<file path="src/rtl/pwl_table_loader.sv">
// rtl/pwl_table_loader.sv - shadow/active breakpoint table loader for the PWL selector; optional order check under PWL_ORDER_CHECK_EN
module pwl_table_loader #(
  parameter int NX = 16,
  parameter int DW = 16
) (
  input  logic                 clk,
  input  logic                 reset,
  input  logic                 wr_valid,
  output logic                 wr_ready,
  input  logic [1:0]           wr_sel,
  input  logic [4:0]           wr_idx,
  input  logic [DW-1:0]        wr_data,
  output logic [NX*DW-1:0]     x_flat,
  output logic [(NX+1)*DW-1:0] m_flat,
  output logic [(NX+1)*DW-1:0] c_flat,
  output logic                 tbl_valid,
  output logic                 tbl_update,
  output logic                 err_addr,
  output logic                 err_order
);

  localparam logic [4:0] X_LAST  = 5'(NX - 1);
  localparam logic [4:0] MC_LAST = 5'(NX);

  typedef enum logic [1:0] {IDLE, CHECK, COPY} state_t;

  state_t        state;
  logic [DW-1:0] x_sh [NX];
  logic [DW-1:0] m_sh [NX+1];
  logic [DW-1:0] c_sh [NX+1];

`ifdef PWL_ORDER_CHECK_EN
  localparam logic [3:0] K_LAST = 4'(NX - 2);
  logic [3:0] k;

  // Strict sign-magnitude less-than; -0 and +0 map to the same value so they never pass.
  function automatic logic sm_lt(input logic [DW-1:0] a, input logic [DW-1:0] b);
    logic signed [DW:0] va;
    logic signed [DW:0] vb;
    va = $signed({2'b00, a[DW-2:0]});
    vb = $signed({2'b00, b[DW-2:0]});
    if (a[DW-1]) va = -va;
    if (b[DW-1]) vb = -vb;
    return va < vb;
  endfunction
`else
  assign err_order = 1'b0;
`endif

  // Requests are only taken in IDLE, so the shadow can never change under the check or copy.
  assign wr_ready = (state == IDLE) && !reset;

  // Loader state machine: shadow writes, optional order check, single-edge shadow->active copy.
  always_ff @(posedge clk or posedge reset) begin
    if (reset) begin
      state      <= IDLE;
      tbl_valid  <= 1'b0;
      tbl_update <= 1'b0;
      err_addr   <= 1'b0;
      x_flat     <= '0;
      m_flat     <= '0;
      c_flat     <= '0;
      for (int i = 0; i < NX; i++) x_sh[i] <= '0;
      for (int i = 0; i < NX + 1; i++) begin
        m_sh[i] <= '0;
        c_sh[i] <= '0;
      end
`ifdef PWL_ORDER_CHECK_EN
      err_order <= 1'b0;
      k         <= '0;
`endif
    end else begin
      tbl_update <= 1'b0;
      err_addr   <= 1'b0;
`ifdef PWL_ORDER_CHECK_EN
      err_order  <= 1'b0;
`endif
      case (state)
        IDLE: begin
          if (wr_valid) begin
            case (wr_sel)
              2'd0: begin
                if (wr_idx <= X_LAST) x_sh[wr_idx[3:0]] <= wr_data;
                else                  err_addr <= 1'b1;
              end
              2'd1, 2'd2: begin
                if (wr_idx <= MC_LAST) begin
                  if (wr_sel == 2'd1) m_sh[wr_idx] <= wr_data;
                  else                c_sh[wr_idx] <= wr_data;
                end else begin
                  err_addr <= 1'b1;
                end
              end
              default: begin
`ifdef PWL_ORDER_CHECK_EN
                state <= CHECK;
                k     <= '0;
`else
                state <= COPY;
`endif
              end
            endcase
          end
        end
`ifdef PWL_ORDER_CHECK_EN
        CHECK: begin
          if (!sm_lt(x_sh[k], x_sh[k + 4'd1])) begin
            err_order <= 1'b1;
            state     <= IDLE;
          end else if (k == K_LAST) begin
            state <= COPY;
          end else begin
            k <= k + 4'd1;
          end
        end
`endif
        COPY: begin
          for (int i = 0; i < NX; i++) x_flat[DW*i +: DW] <= x_sh[i];
          for (int i = 0; i < NX + 1; i++) begin
            m_flat[DW*i +: DW] <= m_sh[i];
            c_flat[DW*i +: DW] <= c_sh[i];
          end
          tbl_valid  <= 1'b1;
          tbl_update <= 1'b1;
          state      <= IDLE;
        end
        default: state <= IDLE;
      endcase
    end
  end

endmodule

</file>
<file path="config.mk">
export PLATFORM = sky130hd
export DESIGN_NAME = pwl_table_loader
export DESIGN_NICKNAME = d
export VERILOG_FILES = /design/src/rtl/pwl_table_loader.sv
export SDC_FILE = /design/constraint.sdc
export NUM_CORES = 2
export LEC_CHECK = 0
export BUFFER_PORTS_ARGS = -buffer_cell sky130_fd_sc_hd__buf_2
export CAP_MARGIN = 20
export CORE_ASPECT_RATIO = 0.8
export CORE_UTILIZATION = 40
export CTS_BUF_LIST = sky130_fd_sc_hd__clkbuf_4
export DETAILED_ROUTE_END_ITERATION = 8
export SYNTH_ARGS = -nofsm -noshare
export SYNTH_HDL_FRONTEND = slang
export SYNTH_SLANG_ARGS = --single-unit
</file>
<file path="constraint.sdc">
create_clock -name clk -period 50.6 [get_ports clk]
set_clock_uncertainty 0.1 [all_clocks]
set_input_delay 5.06 -clock clk [delete_from_list [all_inputs] [get_ports clk]]
set_output_delay 5.06 -clock clk [all_outputs]
set_load 0.05 [all_outputs]
</file>
Word level (Yosys, flattened, before mapping)
Index checks and enable logic that the tools add are counted.
- equal/unequal tests: 5
- mux-type cells: 16
- reduce and logical (&&, ||, !) cells: 12
- bitwise operators: 3
- $lt $le $gt $ge: 6
- operator list (cell ; number):
    $bwmux W272 ; 2
    $bwmux W256 ; 1
    $demux W16 S5 ; 1
    $demux W16 S4 ; 1
    $mux W16 ; 2
    $reduce_and A5 Y1 ; 2
    $ge A6 B6 Y1 const B ; 1
    $lt A6 B1 Y1 const B ; 1
    $mux W2 ; 3
    $not A5 Y6 ; 1
    $ge A5 B5 Y1 const B ; 1
    $le A5 B4 Y1 const B ; 1
    $le A5 B5 Y1 const B ; 1
    $lt A5 B1 Y1 const B ; 1
    $mux W1 ; 5
    $not A4 Y5 ; 1
    $eq A2 B2 Y1 const B ; 2
    $logic_not A2 Y1 ; 2
    $ne A2 B2 Y1 const B ; 2
    $reduce_and A4 Y1 ; 1
    $logic_and A1 B1 Y1 ; 3
    $reduce_or A3 Y1 ; 1
    $eq A2 B1 Y1 const B ; 1
    $pmux W1 S2 ; 1
    other kinds (4) ; 4
- register bits: 1605
- output and inout port bits: 805
- logic and storage cells: 99
- bits of input ports: 26

Longest topological paths before layout
- depth in word-level cells: 6
- depth in mapped cells: 8
- depth with buffers taken out: 5

Worst setup path after synthesis
No wires, ideal clock.
- kind: in2out
- from: input reset
- to: output wr_ready
- required time: 45.440 ns
- arrival time: 5.705 ns
- cell stages on the path: 1
- path slack: 39.735 ns
- path buffers: 0
- cell sequence: nor2_1
- longest elaborated chain between the ends: 2
- ends and longest elaborated chain (element ; line ; RTL):
    start, declared ; 7 ; input logic reset,
    $logic_not A1 Y1 (no line) ; -- ;
    $logic_and A1 B1 Y1 ; 51 ; assign wr_ready = (state == IDLE) && !reset;
    end, declared ; 9 ; output logic wr_ready,
Every way passes these cells.

Worst setup path in the final report
Ends and elaborated chain as after synthesis.

==> results.toml <==
[run_status]
status = "completed"

[sta]
period_needed_ns = 10.71
tightest_slew_ns = 1.17
rsz0062_at_grt = "false"
fin_crit_sh = 0.212
drv_slew = 0
slew_headroom = 0.223
fmax_mhz = 93.4
hold_viol_final = 0
setup_slack_ns = 39.89
tns_ns = 0
setup_viol = 0

[cells_and_area]
layout_commonest_cell = "dfrtp_1"
fin_cells = 6824
layout_common_cells = "dfrtp_1 (1603), mux2_2 (1569), buf_2 (816)"
utilization = 0.475
drive_gt1_frac = 0.652
nNetsFinal = 4604
syn_to_final_growth_pct = 17.8

[critical_path]
crit_arrival_ns = 5.55
worst-endpoint-required_ns = 45.44
worstSetupStartpointType = "primary input"
rrSetupSlack_ns = 45.42
worst-setup-path-type = "in -> out"
path_max_fanout = 2
critPathCaptureType = "output pin"

[place]
portBuffers = 829
dp_cells = 6158
dp_hpwl_um = 103000
place.gp.congestion = 0.780
dp_slack_ns = 39.90

[synthesis]
synth_ff_type = "dfrtp_1"
synth_top_cell_by_area = "dfrtp_1"
seq_area_frac_synth = 0.665
netlist_instances = 3534
ys_ff_latch = 1604
synthDistinctLibCells = 38
synth_edf_count = 0
netlist_area_um2 = 60400
synth_area_per_cell_um2 = 17.1
yosys.area.top_type_share = 0.665
yosys_warnings = 0
async_reset_ff_frac = 1.00
syn_nets = 3563
ys_top_cells_by_area = "dfrtp_1 (66%), mux2_2 (29%), buf_2 (0.89%)"

[floorplan]
dieArea_um2 = 153000
fp-row-count = 127
pin_count = 831
core_area_um2 = 150000
start_util = 0.403
die-width_um = 436
die_y_um = 350

[global_route]
first_global_vias = 36200
grt_pass1_wl_um = 249000
overflow = 0
antenna_found_initial = 15
grt_util_all_layers = 0.222
grt_max_degree = 179

[clocking]
clkSlewWorstSetupHoldPaths_ns = 0.07
htree_levels = 5
post-cts-setup-buffers = 0
clock_path_buffers = 4
cts_tree = "done"
cts_root_buffer = "clkbuf_4"
clock_latency_ns = 1.34
cts.repair.resized = 0
cts_buffers = 411
cts_sinks = 1604
cts_hold_buf = 0

[worst_hold_path]
hp-class = "reg -> reg"

[detailed_routing]
via_count = 34200
drtAntennaViolNets = 0
drtIter0Drc = 1726
viasPerCell = 5.02
firstDrtPassIters = 4
drc = 0
wl_um = 169000
wl_per_cell_um = 24.7

[run]
maxCapViolCount = 0

[pwr]
powerDensity_nw_per_um2 = 43.1
p_leak_nw = 38.5
vdd_drop_max_v = 0.0000289
finalPower_mw = 3.07
-- through the flow --
step	cell area (µm²)	hold WS, ns
after floorplan	60400	0.249
after global placement	66200	0.346
after detailed placement	66200	0.356
after CTS	71000	0.332
after global routing	71100	0.358
final	71100	0.342
-- power by group --
part / switching [mW] / internal [mW] / leakage [nW]
logic: 0.394 / 0.146 / 13.6
registers: 0.0597 / 1.40 / 21.9
clock network: 0.505 / 0.558 / 2.91
total: 0.959 / 2.11 / 38.5
-- path summary, 6_finish.rpt --
path                          start           to  cells past startpoint
max                           reset     wr_ready                      3
min                        c_sh[42]  c_flat[234]                      1
max reg2reg                state[1]   x_flat[70]                      5
min reg2reg                c_sh[42]  c_flat[234]                      1
max in group asynchronous     reset    m_sh[226]                      7
min in group asynchronous     reset   c_flat[83]                      2
-- state kept, by name (all words and copies together), names as in the netlist --
signal,count
m_flat,272
tbl_update,1
tbl_valid,1
state,1
c_flat,272
x_flat,256
x_sh,256
m_sh,272
c_sh,272
err_addr,1
-- final cells by class --
type                            instances  area [µm²]
Antenna cell                           18        45.0
Inverter                                4        22.5
Clock inverter                         53         365
Sequential cell                      1604       40100
Tap cell                             1999        2500
Fill cell                           13300       78700
Timing Repair Buffer                  870        4590
Clock buffer                          592        4440
Multi-Input combinational cell       1684       19000
-- worst max-delay path, stage by stage --
cell    delay [ns]
buf_2         0.13
nor2_1        0.08
buf_2         0.27
-- cells by family after synthesis --
logic type / after synthesis / synth area share
compound gates: 1 / 0.0000828
fa+ha+maj: 3 / 0.000622
buf+inv: 246 / 0.0205
flops: 1604 / 0.665
mux: 1600 / 0.300
other cells: 1 / 0.0000621
simple gates: 79 / 0.0145
-- Yosys cell counts (3+ instances only) --
master and n:
clkbuf_1 102, buf_4 19, nand4_2 3, mux2_1 11, mux2_4 20, nor3_4 18
dfrtp_1 1604, mux2_2 1569, ha_1 3, buf_2 107, buf_6 10, and3b_1 3
nand3_2 29, nand2b_1 3, inv_1 4
-- layer usage --
layer | vias up | wire length [µm] | track usage
met4 | 0 | 5300 | 0.0836
li1 | 14800 | - | -
met5 | - | 0 | 0
met1 | 18300 | 70100 | 0.279
met2 | 913 | 82200 | 0.358
met3 | 293 | 11300 | 0.0689
Power figures use the tool's default switching activity.
